**src/rtl/sweep_pkg.sv**
```systemverilog
// Shared constants for the truth-table sweeper: FSM encoding, vector count and widths.
package sweep_pkg;

  localparam logic [1:0] IDLE   = 2'd0;
  localparam logic [1:0] SETTLE = 2'd1;
  localparam logic [1:0] SAMPLE = 2'd2;
  localparam logic [1:0] DONE   = 2'd3;

  localparam int unsigned N_VEC = 16;
  localparam int unsigned IDX_W = 4;
  localparam int unsigned CNT_W = 5;

endpackage

```
**src/rtl/settle_timer.sv**
```systemverilog
// Per-vector settle counter: counts up from zero while enabled, flags the last settle cycle.
module settle_timer #(
  parameter int unsigned SETTLE_CYCLES = 1
) (
  input  logic clk,
  input  logic rst,
  input  logic clear,
  output logic expired
);

  logic [3:0] count;

  always_ff @(posedge clk) begin
    if (rst || clear) begin
      count <= '0;
    end else if (!expired) begin
      count <= count + 4'd1;
    end
  end

  assign expired = (count == 4'(SETTLE_CYCLES - 1));

endmodule

```
**src/rtl/truth_table_sweeper.sv**
```systemverilog
// Drives all 16 {a,b,c,d} combinations, samples f_in after a settle delay,
// and builds the 16-bit truth table and its ones count.
module truth_table_sweeper
  import sweep_pkg::*;
#(
  parameter int unsigned SETTLE_CYCLES = 1
) (
  input  logic        clk,
  input  logic        rst,
  input  logic        start,
  input  logic        f_in,
  output logic        a,
  output logic        b,
  output logic        c,
  output logic        d,
  output logic        busy,
  output logic        done,
  output logic [15:0] table_out,
  output logic [4:0]  ones_cnt
);

  logic [1:0]       state;
  logic [IDX_W-1:0] idx;
  logic             expired;

  // The timer is held cleared outside SETTLE so each vector starts counting from zero.
  settle_timer #(
    .SETTLE_CYCLES(SETTLE_CYCLES)
  ) u_timer (
    .clk    (clk),
    .rst    (rst),
    .clear  (state != SETTLE),
    .expired(expired)
  );

  always_ff @(posedge clk) begin
    if (rst) begin
      state     <= IDLE;
      idx       <= '0;
      table_out <= '0;
      ones_cnt  <= '0;
    end else begin
      case (state)
        IDLE: begin
          if (start) begin
            idx       <= '0;
            table_out <= '0;
            ones_cnt  <= '0;
            state     <= SETTLE;
          end
        end
        SETTLE: begin
          if (expired) state <= SAMPLE;
        end
        SAMPLE: begin
          table_out[idx] <= f_in;
          ones_cnt       <= ones_cnt + CNT_W'(f_in);
          if (idx == IDX_W'(N_VEC - 1)) begin
            state <= DONE;
          end else begin
            idx   <= idx + 1'b1;
            state <= SETTLE;
          end
        end
        DONE:    state <= IDLE;
        default: state <= IDLE;
      endcase
    end
  end

  assign {a, b, c, d} = idx;
  assign busy         = (state != IDLE);
  assign done         = (state == DONE);

endmodule

```
**config.mk**
```make
export PLATFORM = sky130hd
export DESIGN_NAME = truth_table_sweeper
export DESIGN_NICKNAME = d
export VERILOG_FILES = /design/src/rtl/sweep_pkg.sv /design/src/rtl/settle_timer.sv /design/src/rtl/truth_table_sweeper.sv
export SDC_FILE = /design/constraint.sdc
export NUM_CORES = 1
export LEC_CHECK = 0
export BUFFER_PORTS_ARGS = -buffer_cell sky130_fd_sc_hd__buf_2
export CAP_MARGIN = 20
export CORE_UTILIZATION = 54
export DETAILED_ROUTE_END_ITERATION = 10
export PLACE_DENSITY = 0.78
export SYNTH_ARGS = -nofsm -noshare
export SYNTH_HDL_FRONTEND = slang
export SYNTH_HIERARCHICAL = 1
export SYNTH_SLANG_ARGS = --single-unit
export TNS_END_PERCENT = 50
```
**constraint.sdc**
```tcl
create_clock -name clk -period 1.56 [get_ports clk]
set_input_delay 0.234 -clock clk [delete_from_list [all_inputs] [get_ports clk]]
set_output_delay 0.234 -clock clk [all_outputs]
set_load 0.05 [all_outputs]
```
After elaboration in Yosys (flattened, before gate mapping)
Cells that the tools add are included.
{ "totals": {"mem_bits_ro": 0, "regBits": 31, "input_bits": 4, "wordCells": 41, "latchBits": 0, "ramBits": 0, "out_inout_bits": 27, "n_memories": 0} }
{ "op_classes": {"n_eq_ne": 8, "div_mod_pow": 0, "n_reduce_logical": 9, "n_shift": 0, "mux": 14, "magnitude_cmp": 2, "bitwise": 0, "mul": 0, "add_sub_neg": 3} }
{ "op_table": {"columns": ["operator", "count"], "rows": [
  ["$pmux W16 S2", 1],
  ["$bwmux W16", 1],
  ["$mux W16", 1],
  ["$pmux W5 S2", 1],
  ["$add A4 B1 Y4 const B", 2],
  ["$mux W4", 2],
  ["$pmux W2 S4", 1],
  ["$pmux W4 S2", 1],
  ["$mux W2", 3],
  ["$ne A2 B2 Y1 const B", 3],
  ["$add A5 B1 Y5", 1],
  ["$lt A4 B5 Y1 const B", 1],
  ["$mux W5", 1],
  ["$demux W1 S4", 1],
  ["$eq A2 B2 Y1 const B", 2],
  ["$eq A4 B4 Y1 const B", 1],
  ["$ge A4 B1 Y1 const B", 1],
  ["$logic_not A4 Y1", 1],
  ["$reduce_and A2 Y1", 2],
  ["$reduce_bool A2 Y1", 2],
  ["$reduce_and A3 Y1", 1],
  ["$eq A2 B1 Y1 const B", 1],
  ["$logic_not A2 Y1", 1],
  ["$ne A2 B1 Y1 const B", 1],
  ["other kinds (3)", 3]
]} }

Depth between registers and ports, before layout
{ "logic_depth": {"depth_word": 6, "ltp_mapped": 5} }

Modules after synthesis
Netlist, hierarchy kept.
{ "modules_own_cells": {"columns": ["module", "cells_per_inst", "seq_area_each_um2", "area_per_inst_um2", "instances"], "rows": [
  ["truth_table_sweeper", 161, 540.5, 1408.9, 1],
  ["settle_timer", 21, 80.1, 225.2, 1]
]} }

Least setup slack after synthesis
Ideal clock, no wire load.
{ "synth_path": {"path_type": "reg2reg", "from": "register idx[0]", "to": "register table_out[3]", "period_less_slack_ns": 1.758, "t_required_ns": 1.428, "path_slack_ns": -0.198, "arrival_ns": 1.625, "setup_ns": 0.132, "path_stages_with_launch": 6, "path_cell_list": "dfxtp_1 ha_1 clkbuf_1 nand3b_1 o311ai_1 a21oi_1"} }
{ "synth_via": {"elab_chain_cells": 6} }
{ "synth_rtl": {"columns": ["element", "line", "text"], "rows": [
  ["start, declared", "truth_table_sweeper.sv:23", "logic [IDX_W-1:0] idx;"],
  ["start signal, assigned", "truth_table_sweeper.sv:61", "idx <= idx + 1'b1;"],
  ["$lt A4 B5 Y1 (not written as such) or $ge A4 B1 Y1 (tied branches)", "truth_table_sweeper.sv:56", "table_out[idx] <= f_in;"],
  ["$logic_and A1 B1 Y1 (not written as such)", "truth_table_sweeper.sv:56", null],
  ["$mux W1 (not written as such)", "truth_table_sweeper.sv:56", null],
  ["$demux W1 S4 (*)", "truth_table_sweeper.sv:56", null],
  ["$bwmux W16 (*)", "truth_table_sweeper.sv:56", null],
  ["$pmux W16 S2 (*)", "truth_table_sweeper.sv:43", "case (state)"],
  ["end signal, assigned by index", "truth_table_sweeper.sv:56", null],
  ["end, declared", "truth_table_sweeper.sv:18", "output logic [15:0] table_out,"]
]} }
Every way passes the cells marked *; elsewhere a longest branch is shown, timed or not.
A chain may end at the register's enable or synchronous reset.

Worst setup path in the final report
{ "layout_path": {"from": "register state[1]", "to": "output port busy"} }
{ "layout_via": {"elab_chain_cells": 1} }
{ "layout_rtl": {"columns": ["element", "line", "text"], "rows": [
  ["start, declared", "truth_table_sweeper.sv:22", "logic [1:0] state;"],
  ["start signal, assigned", "truth_table_sweeper.sv:38", "state <= IDLE;"],
  ["start signal, assigned", "truth_table_sweeper.sv:49", "state <= SETTLE;"],
  ["start signal, assigned", "truth_table_sweeper.sv:53", "if (expired) state <= SAMPLE;"],
  ["$reduce_bool A2 Y1", "truth_table_sweeper.sv:72", "assign busy = (state != IDLE);"],
  ["end, declared", "truth_table_sweeper.sv:16", "output logic busy,"]
]} }
Every way passes these cells.

==> key figures <==
GRT
  • Grt total ovfl: 0
  • Largest net degree at the start of global routing: 26
  • Initial antenna violation count: 0
  • Overall routing resource usage: between 20% and 30%
  • First-pass GRT wire length: around 6100 um
  • Vias in the first global route: about 1300

Power and ir drop
  • Clock power frac: between 30 and 40%
  • Comb power frac: 9.9%
  • Static leakage: approximately 0.74 nW
  • NetSw: about 380 uW
  • Sequential Power Share: between 50% and 60%
  • Sw frac: between 20% and 30%
  • Pwr Density: between 700 and 800 mW/mm^2
  • Max IR drop VDD: ~0.62 mV
  • Internal power: 1.11 mW

Placed design
  • Placed inst area: ~0.0018 sq mm
  • Port Buf Inserts: 30
  • Dpl hpwl: 2690 um
  • Place WS: between 0.1 and 0.15 ns
  • Post-placement cell count: ~240
  • Placer Congestion: ~0.84

STA
  • Period utilization: a little over nine tenths
  • Rel. slew slack: a little under three quarters
  • Tmin final: 1.53 ns
  • Fmax: between 0.6 and 0.7 GHz
  • RSZ-0062 raised after global routing: true
  • Final hold vios: 0
  • Final setup margin: about 0.028 ns
  • Final setup violating endpoints: 0
  • Worst Tran Pin Value: between 0.4 and 0.5 ns
  • Slew Limit Fails: 0
  • Worst Skew: roughly 0.0041 ns

Routing
  • Drt wl/cell: around 15 um
  • DRC Markers: 6
  • DR pass1 iterations: 7
  • First DRT Iteration DRCs: between 60 and 70
  • DR vias/cell: slightly above 6
  • Final Routed Wirelength: between 3000 and 4000 um
  • Detail Route Antenna Nets: 0
  • Routed vias: about 1500

Floorplan
  • Die Ht: 57.0 um
  • Row count: 19
  • Floorplan Core Area: around 0.0028 sq mm
  • DIE WIDTH: 57.0 um
  • Die ar.: roughly 0.0033 sq mm
  • Starting Density: ~58%
  • I/O Pins: 31

Synth
  • Synth Area in Simple Gates: between 20% and 30%
  • Seq/Total Area, Yosys: a little under two fifths
  • Synth Area in Adders: under 10%
  • #FFs+latches synth: 31
  • Top cells by area, synth: dfxtp_1, a21oi_1, ha_1
  • Unique masters post-synth: between 40 and 50
  • Number of synthesized flops with an enable pin: 0
  • Ys flop type: dfxtp_1
  • Avg Cell Area, Syn: 8.98 sq um
  • Ys async rst share: 0%
  • Cell taking the most area after synthesis: dfxtp_1
  • YS warnings: 6
  • Post-Syn Instances: around 180
  • Largest family of logic cells by synthesized area: simple AND/OR/NAND/NOR gates
  • Xor and xnor fraction of the mapped netlist area: 1.07%
  • Multiplexer share of the synthesized area: under 10%
  • Share of the synthesized area in the top cell type: a little under two fifths
  • Syn Std Cell Area: ~0.0016 sq mm
  • Compound-Gate Fraction of Synth Area: 18.5%
  • Syn nets: 194

Clock tree
  • Worst-path clk slew: ~0.1 ns
  • # Post-CTS Setup Buffers: 0
  • Root buf cell: clkbuf_4
  • Cts bufs inserted: 5
  • Clock Latency Late Sink: 0.33 ns
  • H-tree Lvls: 2
  • CTS tree: yes
  • Clock Path Buffers: 2
  • Sink Count: 31
  • Cts hold-fix bufs: 0

Layout
  • Share of cells above drive strength 1: between 20 and 30%
  • Fin area: about 0.0019 sq mm
  • Final std cells w/o fill: around 240
  • # nets final: 224
  • P&R area growth vs syn: 15.5%
  • Antenna cells: 0
  • Final core occ: between 60 and 70%

Min path
  • WHS Endpoint: ones_cnt[0]
  • Hold depth: 4
  • Hold Crit Start: f_in
  • Hold WC Path Type: in -> reg

Critical path
  • Setup crit start kind: register
  • Critical Path RT: 1.33 ns
  • Reg2reg path depth: 4
  • Reg2Reg Setup Slack: ~0.10 ns
  • FF-to-FF Start: idx[0]
  • Setup crit end kind: primary output
  • WS Path Type: reg -> out
  • Crit Reg-Reg Endpoint: table_out[3]
  • Worst-path fanout max: 12
  • Critical Path AT: 1.30 ns
  • CP startpoint: state[1]

Outcome
  • Failing checks: DRC
  • Run status: finished, violations left

Run
  • Max-cap violations: 0
==> cells in the mapped netlist, drive strengths merged (2+ instances only) <==
master and n:
a22oi 2, nand4 13, clkbuf 5, nor2b 5, a21oi 20, o32ai 4
nand2 4, o211ai 9, inv 7, a31oi 2, nor3b 7, ha 8
mux2 3, o21ai 3, nand3b 4, buf 10, and2 2, nand4b 5
nand3 8, nand2b 7, dfxtp 31, nor3 2, nor2 5, o311ai 3
or3 2
==> per-layer routing <==
metal,share of wire (%),vias up,GRT usage [%]
li1,-,742,-
met1,46,709,30.7
met4,0.62,0,4.88
met5,0,-,0
met3,4.9,3,5.44
met2,49,47,39.8
==> worst max path at each step <==
stage	endpoint	cells past startpoint	slack [ns]
floorplan	table_out[3]	5	0.02
global placement	table_out[2]	5	0.20
detailed placement	table_out[3]	4	0.13
CTS	b	1	0.007
global route	busy	3	-0.03
finish	busy	3	0.03
==> registers in the layout, summed over array words and instances, names as in the netlist <==
register	cells
state	2
u_timer/count	4
ones_cnt	5
table_out	16
idx	4
==> critical path, cell delays in order, from the launching register on <==
cell and delay [ns]:
dfxtp_2 0.34, buf_4 0.17, or2_2 0.27, buf_4 0.19
==> timing repair <==
item                       4_1_cts  5_1_grt
gates resized for setup          2        3
setup endpoints to repair        2        3
pin swaps                        0        0
==> power by group through the flow <==
stage | clock network (mW) | logic [mW] | registers, mW
floorplan | 0 | 0.103 | 0.833
global placement | 0 | 0.141 | 0.826
detailed placement | 0 | 0.144 | 0.828
CTS | 0.549 | 0.147 | 0.810
global route | 0.581 | 0.159 | 0.812
finish | 0.535 | 0.148 | 0.809
==> final cells by class <==
type / instances / area, sq um
Fill cell: 230 / 917
Sequential cell: 31 / 631
Tap cell: 31 / 38.8
Multi-Input combinational cell: 129 / 911
Inverter: 7 / 26.3
Timing Repair Buffer: 38 / 213
Clock buffer: 8 / 68.8
==> layout by cell type (no fill, tap or decap), types with 2 or more instances in the layout <==
| cell type | Yosys | layout |
|---|---|---|
| nor2_1 | 5 | 5 |
| nand4_1 | 13 | 13 |
| nor2b_1 | 5 | 5 |
| nand2b_1 | 7 | 7 |
| o32ai_1 | 4 | 4 |
| nand3_1 | 8 | 8 |
| dfxtp_2 | 0 | 5 |
| a21oi_1 | 20 | 20 |
| or3_1 | 2 | 2 |
| a22oi_1 | 2 | 2 |
| clkbuf_4 | 0 | 5 |
| a31oi_1 | 2 | 2 |
| nand2_1 | 4 | 4 |
| and2_1 | 2 | 2 |
| buf_2 | 7 | 29 |
| o311ai_1 | 3 | 3 |
| o21ai_0 | 3 | 3 |
| clkbuf_8 | 0 | 2 |
| buf_4 | 1 | 9 |
| nand3b_1 | 4 | 4 |
| ha_1 | 8 | 8 |
| nor3_1 | 2 | 2 |
| mux2_2 | 3 | 3 |
| inv_1 | 7 | 7 |
| o211ai_1 | 8 | 8 |
| nand4b_1 | 5 | 5 |
| dfxtp_1 | 31 | 25 |
| nor3b_1 | 6 | 6 |
==> through the flow <==
| step | hold WS [ns] | power (mW) | TNS [ns] |
|---|---|---|---|
| floorplan | 0.311 | 0.936 | 0 |
| global placement | 0.465 | 0.968 | 0 |
| detailed placement | 0.466 | 0.972 | 0 |
| CTS | 0.287 | 1.51 | 0 |
| global route | 0.304 | 1.55 | -0.0267 |
| finish | 0.293 | 1.49 | 0 |
==> cells by family after synthesis <==
logic type,after synthesis
AO/OA/AOI/OAI,46
XOR/XNOR,2
adder cells (fa/ha/maj),8
buffers and inverters,22
flip-flops,31
multiplexers,4
AND/OR/NAND/NOR,69
Power figures use the tool's default switching activity.
